`src/rtl/apb_rambus_bridge.sv`:
```
// APB3 slave to DMMainPorts RamBus bridge: each APB transfer is replayed as a
// chip-select / latch-strobe / acknowledge cycle with a bounded wait and error.
module apb_rambus_bridge #(
  parameter int                ADDR_W         = 14,
  parameter int                DATA_W         = 32,
  parameter int                TIMEOUT_CYCLES = 255,
  parameter logic [DATA_W-1:0] ERR_DATA       = 32'h0BAD_BEEF
) (
  input  logic              clk,
  input  logic              nReset,
  input  logic              PSEL,
  input  logic              PENABLE,
  input  logic              PWRITE,
  input  logic [ADDR_W-1:0] PADDR,
  input  logic [DATA_W-1:0] PWDATA,
  output logic [DATA_W-1:0] PRDATA,
  output logic              PREADY,
  output logic              PSLVERR,
  output logic              RamBusnCs,
  output logic              RamBusWrnRd,
  output logic              RamBusLatch,
  output logic [ADDR_W-1:0] RamBusAddress,
  output logic [DATA_W-1:0] RamBusDataIn,
  input  logic [DATA_W-1:0] RamBusDataOut,
  input  logic              RamBusAck,
  output logic [15:0]       TimeoutCount,
  output logic [2:0]        fsm_state
);

  // Handshake: an APB setup phase (PSEL=1, PENABLE=0) seen in IDLE starts one
  // RamBus cycle; PREADY pulses for one cycle when it ends, and PSLVERR is
  // meaningful only in that cycle. RamBusAck is a level sampled from LATCH on.
  typedef enum logic [2:0] {
    S_IDLE   = 3'd0,
    S_ASSERT = 3'd1,
    S_LATCH  = 3'd2,
    S_WAIT   = 3'd3,
    S_DONE   = 3'd4
  } state_t;

  localparam logic [15:0] LAST_WAIT = 16'(TIMEOUT_CYCLES - 1);

  state_t      state_q;
  state_t      state_d;
  logic [15:0] wait_cnt;
  logic        timeout_hit;
  logic        setup;
  logic        enter_done;

  assign fsm_state  = state_q;
  assign setup      = (state_q == S_IDLE) && PSEL && !PENABLE;
  // DONE is only reachable from LATCH or WAIT, so this is a one-cycle event.
  assign enter_done = (state_d == S_DONE);

  always_comb begin
    state_d     = state_q;
    timeout_hit = 1'b0;
    case (state_q)
      S_IDLE:   if (setup) state_d = S_ASSERT;
      S_ASSERT: state_d = S_LATCH;
      S_LATCH:  state_d = RamBusAck ? S_DONE : S_WAIT;
      S_WAIT: begin
        if (RamBusAck) begin
          state_d = S_DONE;
        end else if (wait_cnt == LAST_WAIT) begin
          state_d     = S_DONE;
          timeout_hit = 1'b1;
        end
      end
      S_DONE:   state_d = S_IDLE;
      default:  state_d = S_IDLE;
    endcase
  end

  always_ff @(posedge clk or negedge nReset) begin
    if (!nReset) begin
      state_q       <= S_IDLE;
      wait_cnt      <= '0;
      PRDATA        <= '0;
      PREADY        <= 1'b0;
      PSLVERR       <= 1'b0;
      RamBusnCs     <= 1'b1;
      RamBusWrnRd   <= 1'b0;
      RamBusLatch   <= 1'b0;
      RamBusAddress <= '0;
      RamBusDataIn  <= '0;
      TimeoutCount  <= '0;
    end else begin
      state_q     <= state_d;
      // Outputs are decoded from the next state so they line up with it.
      RamBusnCs   <= !((state_d == S_ASSERT) || (state_d == S_LATCH) ||
                       (state_d == S_WAIT));
      RamBusLatch <= (state_d == S_LATCH);
      PREADY      <= enter_done;
      PSLVERR     <= enter_done && timeout_hit;

      if (state_q == S_LATCH) begin
        wait_cnt <= '0;
      end else if (state_q == S_WAIT) begin
        wait_cnt <= wait_cnt + 16'd1;
      end

      if (setup) begin
        RamBusAddress <= PADDR;
        RamBusDataIn  <= PWDATA;
        RamBusWrnRd   <= PWRITE;
      end

      if (enter_done) begin
        if (RamBusWrnRd) begin
          PRDATA <= '0;
        end else if (timeout_hit) begin
          PRDATA <= ERR_DATA;
        end else begin
          PRDATA <= RamBusDataOut;
        end
        if (timeout_hit && (TimeoutCount != 16'hFFFF)) begin
          TimeoutCount <= TimeoutCount + 16'd1;
        end
      end
    end
  end

endmodule
```
`config.mk`:
```
export PLATFORM = sky130hd
export DESIGN_NAME = apb_rambus_bridge
export DESIGN_NICKNAME = d
export VERILOG_FILES = /design/src/rtl/apb_rambus_bridge.sv
export SDC_FILE = /design/constraint.sdc
export NUM_CORES = 1
export LEC_CHECK = 0
export ABC_AREA = 0
export BUFFER_PORTS_ARGS = -buffer_cell sky130_fd_sc_hd__buf_2
export CAP_MARGIN = 20
export CORE_MARGIN = 3
export CORE_UTILIZATION = 49
export DETAILED_ROUTE_END_ITERATION = 16
export PLACE_DENSITY = 0.89
export REMOVE_ABC_BUFFERS = 1
export SLEW_MARGIN = 30
export SYNTH_ARGS = -nofsm -noshare
export SYNTH_HDL_FRONTEND = slang
export SYNTH_SLANG_ARGS = --single-unit
```
`constraint.sdc`:
```
create_clock -name clk -period 2.7 [get_ports clk]
set_input_delay 0.405 -clock clk [delete_from_list [all_inputs] [get_ports clk]]
set_output_delay 0.405 -clock clk [all_outputs]
set_load 0.02 [all_outputs]
```
==> results.json, run 1 <==
{
  "fin_crit_sh": 0.8182,
  "reg2reg_depth": 9,
  "seq_area_mm2": 0.002954,
  "drive_gt1_frac": 0.4582,
  "vias": 4075,
  "cp_slowest_cell": "dfrtp_1",
  "power_frac_seq": 0.373,
  "whs_path_depth": 2,
  "grt-ovfl-total": 0,
  "cp_common_cell": "buf_4",
  "drt-pass1-iter-count": 5,
  "diodes": 0,
  "r2r-start": "wait_cnt[0]$_DFFE_PN0P_",
  "ys_seq_area_frac": 0.5867,
  "fmax_mhz": 452.7,
  "drtAntennaViolNets": 0,
  "cp_data_required_time_ns": 3.11,
  "synth_cells": 421,
  "synth.distinct_cells": 40,
  "clkPwrFrac": 0.274,
  "grt_pass1_vias": 4120,
  "path_buf_inv": 3,
  "via_per_inst": 5.397,
  "crit_chain": "inv_1 -> ha_1 -> and4_1 -> nand4_4 -> buf_4 -> nor3_2 -> buf_4 -> a21oi_1 -> o21ai_0",
  "synth_top_area_share": 0.5815,
  "synthArstFlopShare": 1.000,
  "grt_pass1_wl_um": 19500,
  "hold_end": "PRDATA[31]$_DFFE_PN0N_",
  "htreeDepth": 4,
  "fillers": 716,
  "p_sw_uw": 2774,
  "cp.arrival_ns": 2.62,
  "slew_headroom": 0.6001,
  "crit_fanout": 21,
  "min_path_type": "in -> reg",
  "fin_crit_ns": 2.209,
  "die_y_um": 107.4,
  "layout.cells.non_filler": 755,
  "worstHoldStart": "RamBusDataOut[31]",
  "drc": 0,
  "p_int_uw": 4764,
  "dieWidth_um": 107.4,
  "wl_per_cell_um": 15.92,
  "dpl.cell_count": 723,
  "rrSetupSlack_ns": 0.49,
  "nNetsFinal": 697,
  "crit_path_end_kind": "flop",
  "setup-tns-final_ns": 0,
  "grt.total_usage": 0.2107,
  "io_buffers": 185,
  "yosysMostFrequentCell": "dfrtp_1",
  "die_area_mm2": 0.01153,
  "hold_viol": 0,
  "clock-sinks": 118,
  "drt-initial-drc-count": 265,
  "insertion_delay_ns": 0.50,
  "maxCapViolCount": 0,
  "numCtsBuffers": 17,
  "multi_input_area_mm2": 0.001982,
  "yosysTopAreaCell": "dfrtp_1",
  "antenna_found_initial": 0,
  "syn_area_mm2": 0.005035,
  "rows": 36,
  "gp_congestion": 0.7890,
  "path_class": "reg -> reg",
  "hpwl_um": 8587,
  "drt-total-wl_um": 12020,
  "cts_tree": "done",
  "ioPinCount": 186,
  "final-setup-viol-count": 0,
  "p_leak_uw": 0.003225,
  "critPathTopFamily": "simple AND/OR/NAND/NOR gates",
  "cts.path.max_buffers": 2,
  "rsz0062_at_grt": "no",
  "synthFlopType": "dfrtp_1",
  "switching_share": 0.3680,
  "drv_slew": 0,
  "synth_area_leaders": "dfrtp_1 58%, mux2_2 11%, a22oi_1 3.1%",
  "core_mm2": 0.009864,
  "powerDensity_mw_per_mm2": 1128,
  "tightest_slew_ns": 0.5998,
  "cts-resized-gates": 0,
  "reg2reg_to": "PRDATA[10]$_DFFE_PN0N_",
  "critPathLaunchType": "flop",
  "worst_path_largest_cell_delay_ns": 0.42,
  "syn-mean-instance-area_um2": 11.96,
  "synth_seq_cells": 118,
  "start_util": 0.5104,
  "comb_power_share": 0.352,
  "synth_common_cells": "117 x dfrtp_1, 50 x mux2_2, 31 x o21ai_0",
  "synth_edf_count": 0,
  "grt_max_degree": 79,
  "outcome": "complete, no violations",
  "skew_ns": 0.006804,
  "cts.reportedPaths.clkPinSlew_ns": 0.06,
  "root_buffer": "clkbuf_8",
  "ir_drop_v": 0.0006953,
  "ys_warn_count": 0,
  "power.total_uw": 7538,
  "syn_to_final_growth_pct": 32.73
}
worst max path at each step:
stage	start	endpoint	slack, ns	cells after the start
5_1_grt	wait_cnt[0]$_DFFE_PN0P_	PRDATA[16]$_DFFE_PN0N_	0.32	9
4_1_cts	wait_cnt[0]$_DFFE_PN0P_	PRDATA[10]$_DFFE_PN0N_	0.50	9
3_3_place_gp	wait_cnt[0]$_DFFE_PN0P_	TimeoutCount[1]$_DFFE_PN0P_	0.61	6
6_report	wait_cnt[0]$_DFFE_PN0P_	PRDATA[10]$_DFFE_PN0N_	0.49	9
2_1_floorplan	fsm_state[0]$_DFF_PN0_	RamBusAddress[0]$_DFFE_PN0P_	-1.83	4
3_5_place_dp	wait_cnt[0]$_DFFE_PN0P_	PRDATA[5]$_DFFE_PN0N_	0.52	9
registers in the layout, summed over array words and instances, names as in the netlist:
register and count:
PRDATA 32, PREADY 1, PSLVERR 1, RamBusAddress 14
RamBusDataIn 32, RamBusLatch 1, RamBusWrnRd 1, RamBusnCs 1
TimeoutCount 16, fsm_state 3, wait_cnt 16
routing by layer:
layer / global-route usage / vias to the layer above / wire length [µm]
met5: 0 / - / 0
met4: 0.06041 / 0 / 113
met3: 0.06479 / 15 / 916
met2: 0.3637 / 147 / 6342
met1: 0.2553 / 2006 / 4651
li1: - / 1907 / -
power groups by stage:
stage,Combinational (µW),Sequential [µW],Clock (µW)
finish,2660,2810,2070
global route,2860,2900,2190
CTS,2690,2820,2110
detailed placement,2690,2840,0
global placement,2590,2800,0
floorplan,954,3540,0
layout by cell type (no fill, tap or decap), types with 2 or more instances in the layout:
master | Yosys | routed
nand4_1 | 7 | 7
o21ai_0 | 31 | 31
o21ai_1 | 5 | 5
dfrtp_1 | 117 | 117
a22o_1 | 12 | 12
xnor2_1 | 7 | 7
buf_4 | 1 | 7
nor4_2 | 2 | 2
clkinvlp_4 | 0 | 6
nor3_1 | 7 | 5
ha_1 | 3 | 3
nor3_2 | 2 | 4
buf_2 | 6 | 184
and4_1 | 3 | 3
a21oi_1 | 27 | 27
nand3_1 | 13 | 13
nand2b_1 | 3 | 2
or4_1 | 2 | 2
xor2_1 | 4 | 4
nor2_1 | 17 | 17
clkinv_2 | 0 | 2
mux2i_1 | 9 | 9
clkinv_4 | 0 | 2
mux2_2 | 50 | 50
a22oi_1 | 21 | 21
inv_1 | 5 | 5
and3_1 | 10 | 10
clkbuf_8 | 0 | 4
and2_1 | 2 | 2
clkbuf_16 | 0 | 16
nand2_1 | 27 | 27
layout make-up:
| class | instances | share of cell area |
|---|---|---|
| clock buffer | 20 | 0.06815 |
| tap | 133 | 0.02490 |
| sequential | 118 | 0.4421 |
| inverter | 5 | 0.002808 |
| timing repair buffer | 193 | 0.1502 |
| multi-input combinational | 275 | 0.2966 |
| clock inverter | 11 | 0.01535 |
metrics by stage:
step           cell area (µm²)    util  worst slack [ns]  hold WS, ns
2_1_floorplan             4937       -            -1.833       0.1094
5_1_grt                   6683  0.6774            0.3233      0.09491
3_3_place_gp              6115  0.6199            0.6117       0.4135
3_5_place_dp              6115  0.6199            0.5234       0.4273
4_1_cts                   6683  0.6774            0.5023      0.09777
6_report                  6683  0.6774            0.4910       0.1164
repair_timing:
item,4_1_cts,5_1_grt
endpoints found under the hold margin,39,0
hold buffers,1,0
buffers inserted,0,0
cells by family after synthesis:
family	count (synthesis)	share of synthesized area
buf+inv	28	0.02311
xor+xnor	11	0.01913
flops	118	0.5867
compound gates	101	0.1260
mux	59	0.1297
simple gates	101	0.1079
fa+ha+maj	3	0.007456
Note: power is estimated with default switching activity, not from simulation.
==> run 2, diff against run 1 <==
--- a/config.mk
+++ b/config.mk
@@ -5,13 +5,13 @@
 export SDC_FILE = /design/constraint.sdc
 export NUM_CORES = 1
 export LEC_CHECK = 0
-export ABC_AREA = 0
+export ABC_AREA = 1
 export BUFFER_PORTS_ARGS = -buffer_cell sky130_fd_sc_hd__buf_2
 export CAP_MARGIN = 20
 export CORE_MARGIN = 3
-export CORE_UTILIZATION = 49
+export CORE_UTILIZATION = 51
 export DETAILED_ROUTE_END_ITERATION = 16
-export PLACE_DENSITY = 0.89
+export PLACE_DENSITY = 0.91
 export REMOVE_ABC_BUFFERS = 1
 export SLEW_MARGIN = 30
 export SYNTH_ARGS = -nofsm -noshare
==> constraint.sdc (replaced) <==
create_clock -name clk -period 2.2 [get_ports clk]
set_input_delay 0.33 -clock clk [delete_from_list [all_inputs] [get_ports clk]]
set_output_delay 0.33 -clock clk [all_outputs]
set_load 0.02 [all_outputs]
==> results.json, run 2 <==
{
  "outcome": "complete, no violations",
  "drt-total-wl_um": 13840,
  "dieWidth_um": 111.0,
  "min_path_type": "in -> reg",
  "syn_to_final_growth_pct": 28.79,
  "mostFrequentLayoutCells": "184 x buf_2, 177 x nand2_1, 117 x dfrtp_1, 65 x nand3_1, 53 x inv_1",
  "numCtsBuffers": 17,
  "cts_tree": "done",
  "diodes": 0,
  "clock-sinks": 118,
  "syn-mean-instance-area_um2": 9.235,
  "grt_pass1_vias": 4865,
  "ys_seq_area_frac": 0.5253,
  "final_common_cell": "buf_2",
  "yosysMostFrequentCell": "nand2_1",
  "dp_slack_ns": 0.3418,
  "setup-tns-final_ns": 0,
  "synth_common_cells": "177 x nand2_1, 117 x dfrtp_1, 66 x nand3_1",
  "cts_hold_repair.buffers": 1,
  "layout.cells.non_filler": 949,
  "syn_area_mm2": 0.005624,
  "rrSetupSlack_ns": 0.31,
  "synth_top_area_share": 0.5206,
  "synthArstFlopShare": 1.000,
  "rows": 37,
  "synthFlopType": "dfrtp_1",
  "synth_cells": 609,
  "io_buffers": 185,
  "antenna_found_initial": 0,
  "reg_top3": "PRDATA (32), RamBusDataIn (32)",
  "die_area_mm2": 0.01232,
  "via_per_inst": 5.141,
  "ir_drop_v": 0.001103,
  "core_mm2": 0.01051,
  "crit_path_end_kind": "flop",
  "fin_crit_sh": 0.8606,
  "hold_viol": 0,
  "crit_fanout": 17,
  "cp_data_required_time_ns": 2.65,
  "cts.path.max_buffers": 2,
  "hold_end": "RamBusAddress[1]$_DFFE_PN0P_",
  "p_leak_uw": 0.003913,
  "drive_gt1_frac": 0.3727,
  "dpl.cell_count": 916,
  "ys_warn_count": 0,
  "r2r-start": "TimeoutCount[0]$_DFFE_PN0P_",
  "setup_ws_ns": 0.3066,
  "critPathLaunchType": "flop",
  "nNetsFinal": 887,
  "cts.reportedPaths.clkPinSlew_ns": 0.06,
  "vias": 4879,
  "critPathLaunch": "TimeoutCount[0]$_DFFE_PN0P_",
  "rsz0062_at_grt": "no",
  "gp_congestion": 0.8852,
  "grt_pass1_wl_um": 23160,
  "ioPinCount": 186,
  "slew_headroom": 0.5729,
  "drv_slew": 0,
  "drt-initial-drc-count": 328,
  "powerDensity_mw_per_mm2": 1263,
  "wl_per_cell_um": 14.58,
  "path_class": "reg -> reg",
  "maxCapViolCount": 0,
  "fmax_mhz": 528.2,
  "drtAntennaViolNets": 0,
  "synth_area_leaders": "dfrtp_1 52%, nand2_1 12%, mux2_2 7.8%",
  "die_y_um": 111.0,
  "fin_crit_ns": 1.893,
  "final-setup-viol-count": 0,
  "grt.total_usage": 0.2292,
  "htreeDepth": 4,
  "yosysTopAreaCell": "dfrtp_1",
  "worstHoldStart": "PADDR[1]",
  "skew_ns": 0.01028,
  "start_util": 0.5352,
  "insertion_delay_ns": 0.51,
  "tightest_slew_ns": 0.6399,
  "reg2reg_to": "TimeoutCount[8]$_DFFE_PN0P_",
  "synth_seq_cells": 118,
  "drt-pass1-iter-count": 5,
  "cp.arrival_ns": 2.34,
  "postCtsSetupBuffers": 0,
  "synth.distinct_cells": 34,
  "grt-ovfl-total": 0,
  "power.total_uw": 9146,
  "synth_edf_count": 0,
  "reg2reg_depth": 7,
  "root_buffer": "clkbuf_8",
  "grt_max_degree": 51,
  "cts-resized-gates": 0,
  "whs_path_depth": 2,
  "drc": 0,
  "hpwl_um": 9693
}
==> run 2: logic make-up (layout without fill, tap and decap cells) <==
kind of cell	Yosys count	count (layout)	synth area share
AOI/OAI and AO/OA	34	34	0.03960
xor gates and xnor gates	9	9	0.01401
adders and majority gates	3	3	0.006675
buffers and inverters	78	282	0.06585
DFF	118	118	0.5253
muxes	46	46	0.09677
and+or+nand+nor	321	321	0.2518
==> run 2: worst max-delay path, stage by stage (launching register included) <==
cell and delay [ns]:
dfrtp_1 0.45, ha_1 0.24, inv_1 0.06, nor2_2 0.27
nand4_4 0.33, nand3_4 0.30, nand2_1 0.08, nand2_1 0.08
==> run 2: per-stage QoR <==
stage	util	hold WS [ns]	area, µm²
after floorplan	-	0.03441	5464
after global placement	0.6342	0.2909	6665
after detailed placement	0.6342	0.2845	6665
after CTS	0.6892	0.02466	7243
after global routing	0.6892	0.02271	7243
final	0.6892	0.04408	7243
==> run 2: how the worst max path moves through the flow <==
stage                     slack, ns  depth (start not counted)                             to
after floorplan               -0.53                          5  RamBusAddress[10]$_DFFE_PN0P_
after global placement         0.38                          7         PRDATA[28]$_DFFE_PN0N_
after detailed placement       0.34                          7         PRDATA[22]$_DFFE_PN0N_
after CTS                      0.31                          8          PRDATA[5]$_DFFE_PN0N_
after global routing           0.15                          7   TimeoutCount[14]$_DFFE_PN0P_
final                          0.31                          7    TimeoutCount[8]$_DFFE_PN0P_
==> run 2: routing by layer <==
metal / up-vias / global-route usage / wire length (µm)
met5: - / 0 / 0
met4: 0 / 0.07461 / 255
met3: 23 / 0.06714 / 937
met2: 211 / 0.3928 / 7105
met1: 2304 / 0.2788 / 5536
li1: 2341 / - / -
==> run 2: power by group <==
part | switching (µW) | internal [µW]
Clock | 1040 | 1620
Combinational | 1970 | 1210
Sequential | 413 | 2900
==> run 2: cell type report <==
class / instances / area [µm²]
Clock buffer: 17 / 414.1
Clock inverter: 15 / 153.9
Fill cell: 759 / 3266
Inverter: 56 / 210.2
Multi-Input combinational cell: 413 / 2305
Sequential cell: 118 / 2954
Tap cell: 136 / 170.2
Timing Repair Buffer: 194 / 1036
